<file path="src/rtl/hsk_io_port.sv">
// Peripheral end of a four-phase processor handshake. Each accepted request swaps one byte:
// the request byte goes into an RX FIFO and the TX FIFO head is returned on p_bus_in.
module hsk_io_port #(
  parameter int WIDTH = 8,
  parameter int DEPTH = 4
) (
  input  logic                     g_clk,
  input  logic                     g_clr,
  input  logic [WIDTH-1:0]         p_bus_out,
  input  logic                     p_hsk_out,
  output logic [WIDTH-1:0]         p_bus_in,
  output logic                     p_hsk_in,
  input  logic [WIDTH-1:0]         tx_data,
  input  logic                     tx_wr,
  output logic                     tx_full,
  output logic [WIDTH-1:0]         rx_data,
  input  logic                     rx_rd,
  output logic                     rx_empty,
  output logic [$clog2(DEPTH):0]   rx_count,
  output logic                     underrun,
  output logic [1:0]               dbg_state_o
);

  localparam int AW = $clog2(DEPTH);
  localparam int CW = AW + 1;
  localparam logic [CW-1:0] FULL_CNT = CW'(DEPTH);

  typedef enum logic [1:0] {
    ST_IDLE    = 2'd0,
    ST_ACK     = 2'd1,
    ST_RELEASE = 2'd2
  } state_e;

  // Handshake: a request (p_hsk_out=1) seen in IDLE with RX space is accepted on that edge and
  // answered with p_hsk_in=1; p_hsk_in stays high until p_hsk_out is seen low, then stays low
  // for at least the one RELEASE cycle before another request can be accepted.
  state_e             state_q;
  logic               hsk_in_q;
  logic [WIDTH-1:0]   bus_in_q;
  logic               underrun_q;

  logic [WIDTH-1:0]   tx_mem_q [DEPTH];
  logic [AW-1:0]      tx_wptr_q, tx_rptr_q;
  logic [CW-1:0]      tx_cnt_q, tx_cnt_d;
  logic               tx_empty, tx_full_w, tx_push, tx_pop;

  logic [WIDTH-1:0]   rx_mem_q [DEPTH];
  logic [AW-1:0]      rx_wptr_q, rx_rptr_q;
  logic [CW-1:0]      rx_cnt_q, rx_cnt_d;
  logic               rx_empty_w, rx_full_w, rx_push, rx_pop;

  logic               accept;

  assign tx_empty   = (tx_cnt_q == '0);
  assign tx_full_w  = (tx_cnt_q == FULL_CNT);
  assign rx_empty_w = (rx_cnt_q == '0);
  assign rx_full_w  = (rx_cnt_q == FULL_CNT);

  // RX occupancy is taken before any same-cycle pop, so a full FIFO stalls one extra cycle.
  assign accept  = (state_q == ST_IDLE) && p_hsk_out && !rx_full_w;

  assign tx_push = tx_wr && !tx_full_w;
  assign tx_pop  = accept && !tx_empty;
  assign rx_push = accept;
  assign rx_pop  = rx_rd && !rx_empty_w;

  always_comb begin
    tx_cnt_d = tx_cnt_q;
    case ({tx_push, tx_pop})
      2'b10:   tx_cnt_d = tx_cnt_q + CW'(1);
      2'b01:   tx_cnt_d = tx_cnt_q - CW'(1);
      default: tx_cnt_d = tx_cnt_q;
    endcase
  end

  always_comb begin
    rx_cnt_d = rx_cnt_q;
    case ({rx_push, rx_pop})
      2'b10:   rx_cnt_d = rx_cnt_q + CW'(1);
      2'b01:   rx_cnt_d = rx_cnt_q - CW'(1);
      default: rx_cnt_d = rx_cnt_q;
    endcase
  end

  always_ff @(posedge g_clk or posedge g_clr) begin
    if (g_clr) begin
      tx_wptr_q <= '0;
      tx_rptr_q <= '0;
      tx_cnt_q  <= '0;
      rx_wptr_q <= '0;
      rx_rptr_q <= '0;
      rx_cnt_q  <= '0;
    end else begin
      if (tx_push) tx_wptr_q <= tx_wptr_q + AW'(1);
      if (tx_pop)  tx_rptr_q <= tx_rptr_q + AW'(1);
      if (rx_push) rx_wptr_q <= rx_wptr_q + AW'(1);
      if (rx_pop)  rx_rptr_q <= rx_rptr_q + AW'(1);
      tx_cnt_q <= tx_cnt_d;
      rx_cnt_q <= rx_cnt_d;
    end
  end

  // Storage needs no reset: contents are only visible through the pointers.
  always_ff @(posedge g_clk) begin
    if (tx_push) tx_mem_q[tx_wptr_q] <= tx_data;
    if (rx_push) rx_mem_q[rx_wptr_q] <= p_bus_out;
  end

  always_ff @(posedge g_clk or posedge g_clr) begin
    if (g_clr) begin
      state_q    <= ST_IDLE;
      hsk_in_q   <= 1'b0;
      bus_in_q   <= '0;
      underrun_q <= 1'b0;
    end else begin
      case (state_q)
        ST_IDLE: begin
          if (accept) begin
            state_q  <= ST_ACK;
            hsk_in_q <= 1'b1;
            if (tx_empty) begin
              bus_in_q   <= '0;
              underrun_q <= 1'b1;
            end else begin
              bus_in_q <= tx_mem_q[tx_rptr_q];
            end
          end
        end
        ST_ACK: begin
          if (!p_hsk_out) begin
            state_q  <= ST_RELEASE;
            hsk_in_q <= 1'b0;
          end
        end
        ST_RELEASE: begin
          state_q  <= ST_IDLE;
          hsk_in_q <= 1'b0;
        end
        default: begin
          state_q  <= ST_IDLE;
          hsk_in_q <= 1'b0;
        end
      endcase
    end
  end

  assign p_hsk_in    = hsk_in_q;
  assign p_bus_in    = bus_in_q;
  assign underrun    = underrun_q;
  assign tx_full     = tx_full_w;
  assign rx_empty    = rx_empty_w;
  assign rx_count    = rx_cnt_q;
  assign rx_data     = rx_mem_q[rx_rptr_q];
  assign dbg_state_o = state_q;

endmodule

</file>
<file path="config.mk">
export PLATFORM = sky130hd
export DESIGN_NAME = hsk_io_port
export DESIGN_NICKNAME = d
export VERILOG_FILES = /design/src/rtl/hsk_io_port.sv
export SDC_FILE = /design/constraint.sdc
export NUM_CORES = 1
export LEC_CHECK = 0
export ABC_AREA = 1
export BUFFER_PORTS_ARGS = -buffer_cell sky130_fd_sc_hd__buf_2
export CAP_MARGIN = 30
export CORE_MARGIN = 3
export CORE_UTILIZATION = 25
export CTS_CLUSTER_DIAMETER = 100
export DETAILED_ROUTE_END_ITERATION = 8
export HOLD_SLACK_MARGIN = 0.08
export SLEW_MARGIN = 0
export SYNTH_ARGS = -nofsm -noshare
export SYNTH_HDL_FRONTEND = slang
export SYNTH_SLANG_ARGS = --single-unit
</file>
<file path="constraint.sdc">
create_clock -name g_clk -period 5.5 [get_ports g_clk]
set_clock_uncertainty 0.1 [all_clocks]
set_input_delay 0.825 -clock g_clk [delete_from_list [all_inputs] [get_ports g_clk]]
set_output_delay 0.825 -clock g_clk [all_outputs]
set_load 0.02 [all_outputs]
</file>
[Word level (Yosys, flattened, before mapping)]
Memory sizes are Yosys's and may differ from the RTL's.
Cells that the tools add are included.
Storage, ports and cells
  memory bits (writable): 64
  output and inout bits: 25
  bits in registers: 26
  bits of input ports: 21
  logic and storage cells: 59
  memories kept: 2
Memories
  rx_mem_q: depth 4, width 8, rd ports 1, clocked after Yosys merged registers in 0, wr ports 1, RTL line 47  | logic [WIDTH-1:0] rx_mem_q [DEPTH];
  tx_mem_q: depth 4, width 8, rd ports 1, clocked after Yosys merged registers in 0, wr ports 1, RTL line 42  | logic [WIDTH-1:0] tx_mem_q [DEPTH];
Operators by class
  reductions and logical operators: 17
  muxes and demuxes: 13
  add/subtract/negate cells: 8
  equality and inequality tests: 9
Operators by type and width (number)
  case mux 3 bit (2 select lines): 2
  adder 2 x 1 -> 2 bit (second input constant): 4
  two-way mux 8 bit: 1
  adder 3 x 1 -> 3 bit (second input constant): 2
  == test 2 x 1 -> 1 bit (second input constant): 3
  == test 3 bit (second input constant): 2
  logical NOT 3 bit: 2
  two-way mux 1 bit: 6
  subtractor 3 x 1 -> 3 bit (second input constant): 2
  logical AND 1 bit: 5
  == test 2 bit (second input constant): 2
  logical NOT 1 bit: 4
  two-way mux 2 bit: 2
  != test 2 bit (second input constant): 2
  case mux 2 bit (2 select lines): 1
  AND reduction 2 bit: 2
  nonzero test 2 bit: 2
  AND reduction 3 bit: 1
  logical NOT 2 bit: 1
  case mux 1 bit (2 select lines): 1

[Logic depth before layout (Yosys ltp)]
  depth in word-level cells: 6
  depth in mapped cells: 12
  gate-level depth less buffers: 11

[Worst setup path after synthesis]
Ideal clock, no wire load.
  kind: input-to-reg
  from: input p_hsk_out
  to: register tx_cnt_q[2]
  slack: 3012 ps
  cell stages on the path: 11
  path buffers: 1
  data arrival time: 2309 ps
  required time: 5321 ps
  setup time: 79 ps
  cells stage by stage: inv_2 -> nor2_8 -> nand3_2 -> buf_6 -> inv_1 -> ha_1 -> inv_1 -> fa_1 -> or2_2 -> nand2_1 -> xor2_1
Between the ends
  word-level cells in the longest chain between the ends: 5
  elaborated cells between the ends (all ways): 7
  those cells by class: 2 x eq/ne; 1 x mux; 4 x reduce/logical
RTL lines
  start, declared: RTL line 10  | input logic p_hsk_out,
  logical AND 1 bit (*) (2 in series): RTL line 60  | assign accept = (state_q == ST_IDLE) && p_hsk_out && !rx_full_w;
  logical AND 1 bit (*): RTL line 63  | assign tx_pop = accept && !tx_empty;
  named net tx_pop: RTL line 45  | logic tx_empty, tx_full_w, tx_push, tx_pop;
  == test 2 x 1 -> 1 bit or == test 2 bit (tied branches): RTL line 69  | case ({tx_push, tx_pop})
  case mux 3 bit (2 select lines) or nonzero test 2 bit (tied branches)
  end signal, assigned: RTL line 98  | tx_cnt_q <= tx_cnt_d;
  end, declared: RTL line 44  | logic [CW-1:0] tx_cnt_q, tx_cnt_d;
Mark *: on every way through the listed nets, which the timed path passes. The rest lies on a longest branch.
A chain may end at the register's enable or synchronous reset.

[Final worst setup path]
  from: register rx_rptr_q[0]
  to: output rx_data[4]
Between the ends
  word-level cells in the longest chain between the ends: 1
RTL lines
  start, declared: RTL line 48  | logic [AW-1:0] rx_wptr_q, rx_rptr_q;
  start signal, assigned: RTL line 97  | if (rx_pop) rx_rptr_q <= rx_rptr_q + AW'(1);
  memory (4 x 8 bit)
  end, declared: RTL line 16  | output logic [WIDTH-1:0] rx_data,
Every way passes these cells.

==> qor.csv <==
stage,metric,value,unit
global_route,gr-total-overflow,0,
timing,max_freq,362,MHz
routing,via_count,2315,
worst_setup_path,end_kind,output pin,
cells_and_area,drive_above_1_share,25.5,%
yosys,yosysTopAreaCell,edfxtp_1,
clock_network,cts.reportedPaths.clkPinSlew,0.06,ns
worst_setup_path,path_max_fanout,18,
routing,detail-route-antenna-nets,0,
worst_setup_path,startpoint_type,register,
cells_and_area,num-nets-final,397,
placement,dp_hpwl,5100,um
yosys,synthDistinctLibCells,37,
clock_network,cts_buffers,9,
die,start_util,26.1,%
timing,setup_tns,0,ns
timing,fin_crit_sh,50.3,%
yosys,synth_area,3870,um2
worst_setup_path,cp_slowest_cell,dfrtp_1,
die,dieArea,17000,um2
worst_setup_path,reg2reg_from,dbg_state_o[1]$_DFFE_PP0P_,
clock_network,clk_latency,0.34,ns
yosys,synthCells,316,
die,coreArea,14900,um2
hold_path,min_path_type,in2async,
global_route,grt_pass1_vias,2375,
clock_network,ctsHoldBuffers,0,
timing,hold_viol,0,
routing,dr.pass1.iters,4,
timing,worstMarginPinSlew,0.818,ns
cells_and_area,seqCellArea,2570,um2
die,die_h,130,um
yosys,synthTopCellsByArea,"edfxtp_1, dfrtp_1, nand2_1, ha_1, o21ai_0",
cells_and_area,design_area,4550,um2
timing,min_period,2.77,ns
yosys,post_synth.cell_area_avg,12.3,um2
worst_setup_path,path_cells,inv_2 > o21ai_0 > o22ai_1 > buf_2,
die,die_w,130,um
die,pin_count,46,
cells_and_area,nFillCells,1508,
clock_network,clkSinkCount,90,
clock_network,cts_setup_buffers,0,
worst_setup_path,critical_path.top_delay_family,flip-flops,
clock_network,cts_tree,yes,
placement,pre_cts_ws,2.67,ns
global_route,antenna_found_initial,0,
timing,layout_setup_ws,2.73,ns
power_and_ir_drop,p_per_area,564,nW/um2
yosys,yosys_warnings,0,
cells_and_area,final_cell_mix,"nand2_1, edfxtp_1, buf_2",
placement,placed_area,4270,um2
worst_setup_path,path_class,reg2out,
worst_setup_path,path_buf_inv,2,
routing,avgRoutedWirePerCell,13.3,um
cells_and_area,n_antenna_cell,0,
worst_setup_path,slowest_delay,0.70,ns
worst_setup_path,crit_required,4.58,ns
power_and_ir_drop,max-vdd-ir-drop,282,uV
clock_network,clockBufferDepth,2,
routing,vias_per_cell,4.19,
clock_network,cts_root_buf,clkbuf_16,
job,drv_cap,0,
cells_and_area,synthToLayoutAreaGrowth,17.5,%
worst_setup_path,startpoint,rx_rptr_q[0]$_DFFE_PP0P_,
worst_setup_path,crit_arrival,1.84,ns
outcome,status,"complete, no violations",
timing,max_slew_margin,45.2,%
cells_and_area,multiInputGateArea,1090,um2
yosys,ys_seq_area_share,66.4,%
timing,setup_viol,0,
cells_and_area,layout_commonest_cell,nand2_1,
cells_and_area,fin_util,30.6,%
routing,drc,0,
yosys,ys_ff_latch,90,
yosys,synth_fp_nets,349,
die,rows,44,
placement,routabilityCongestion,0.735,
timing,rsz0062_at_grt,false,
global_route,grt_max_degree,24,
yosys,netlist.area_leader.share,49.6,%
power_and_ir_drop,leakage,1.85,nW
global_route,grt_use_total,9.19,%
routing,wl,7340,um
timing,slew_violations,0,
placement,io_buffers,45,
clock_network,cts_resized,0,
routing,drt_iter0_markers,110,
global_route,grt_pass1_wl,11800,um
clock_network,h-tree-depth,3,
-- power by group --
group          switching, mW  total, mW  internal [mW]
sequential             0.141       1.05          0.914
combinational          0.630      0.943          0.313
clock                  0.259      0.569          0.310
-- final cells by class --
cell class                 instances  share of cell area (%)
sequential                        90                    56.5
multi-input combinational        184                    23.9
timing repair buffer              46                    5.55
tap                              184                    5.06
clock buffer                       9                    4.95
inverter                          33                    2.83
clock inverter                     7                    1.18
-- worst reg2reg max path, cell delays in order (launching register included) --
cell and delay [ns]:
dfrtp_1 0.41, inv_2 0.09, nand2_4 0.07, nor2_8 0.12
nand3_2 0.26, inv_1 0.13, ha_1 0.14, inv_1 0.06
fa_1 0.38, or2_2 0.30, nand2_1 0.08, xor2_1 0.14
-- cell usage after synthesis (all sizes together) --
master,count
o21bai,1
o22ai,8
nor2,26
ha,10
dfrtp,26
clkinv,1
xor2,4
o31ai,1
o211ai,1
or2,2
clkbuf,1
edfxtp,64
nand2,69
fa,2
a21oi,3
inv,32
nand3,22
nand4,2
buf,8
nor3,1
o21ai,30
xnor2,2
-- worst paths after layout --
path,endpoint,slack [ns],cells after the start
max,rx_data[4],2.73,4
min,dbg_state_o[0]$_DFFE_PP0P_,0.30,2
max reg2reg,tx_cnt_q[2]$_DFFE_PP0P_,3.15,11
min reg2reg,p_bus_in[3]$_DFFE_PP0P_,0.38,2
max in group asynchronous,rx_rptr_q[0]$_DFFE_PP0P_,4.60,3
min in group g_clk,p_bus_in[3]$_DFFE_PP0P_,0.38,2
-- layer usage --
metal	GRT usage [%]	up-vias	part of all wire, %
met1	10.6	1086	44
li1	-	1163	-
met3	3.05	9	5.3
met5	0	-	0
met4	3.39	0	1.2
met2	16.0	57	49
-- flip-flops by register name, summed over array words and instances, names as in the netlist --
| signal | count |
|---|---|
| underrun | 1 |
| rx_rptr_q | 2 |
| tx_mem_q | 32 |
| p_hsk_in | 1 |
| tx_cnt_q | 3 |
| dbg_state_o | 2 |
| tx_wptr_q | 2 |
| rx_count | 3 |
| rx_mem_q | 32 |
| p_bus_in | 8 |
| rx_wptr_q | 2 |
| tx_rptr_q | 2 |
-- cell families (layout without fill, tap and decap cells) --
family | count (synthesis) | in the layout | share of synthesized area (%)
and+or+nand+nor | 122 | 122 | 14.8
buffers and inverters | 42 | 95 | 5.46
adders and majority gates | 12 | 12 | 4.26
xor gates and xnor gates | 6 | 6 | 1.36
AOI/OAI and AO/OA | 44 | 44 | 7.69
DFF | 90 | 90 | 66.4
-- through the flow --
stage	instances	hold WS (ns)	total power [mW]
5_1_grt	553	0.303	2.76
6_report	553	0.298	2.57
4_1_cts	553	0.289	2.61
2_1_floorplan	316	0.366	1.78
3_5_place_dp	537	0.372	2.03
3_3_place_gp	536	0.374	2.00
(Power assumes the default switching activity.)
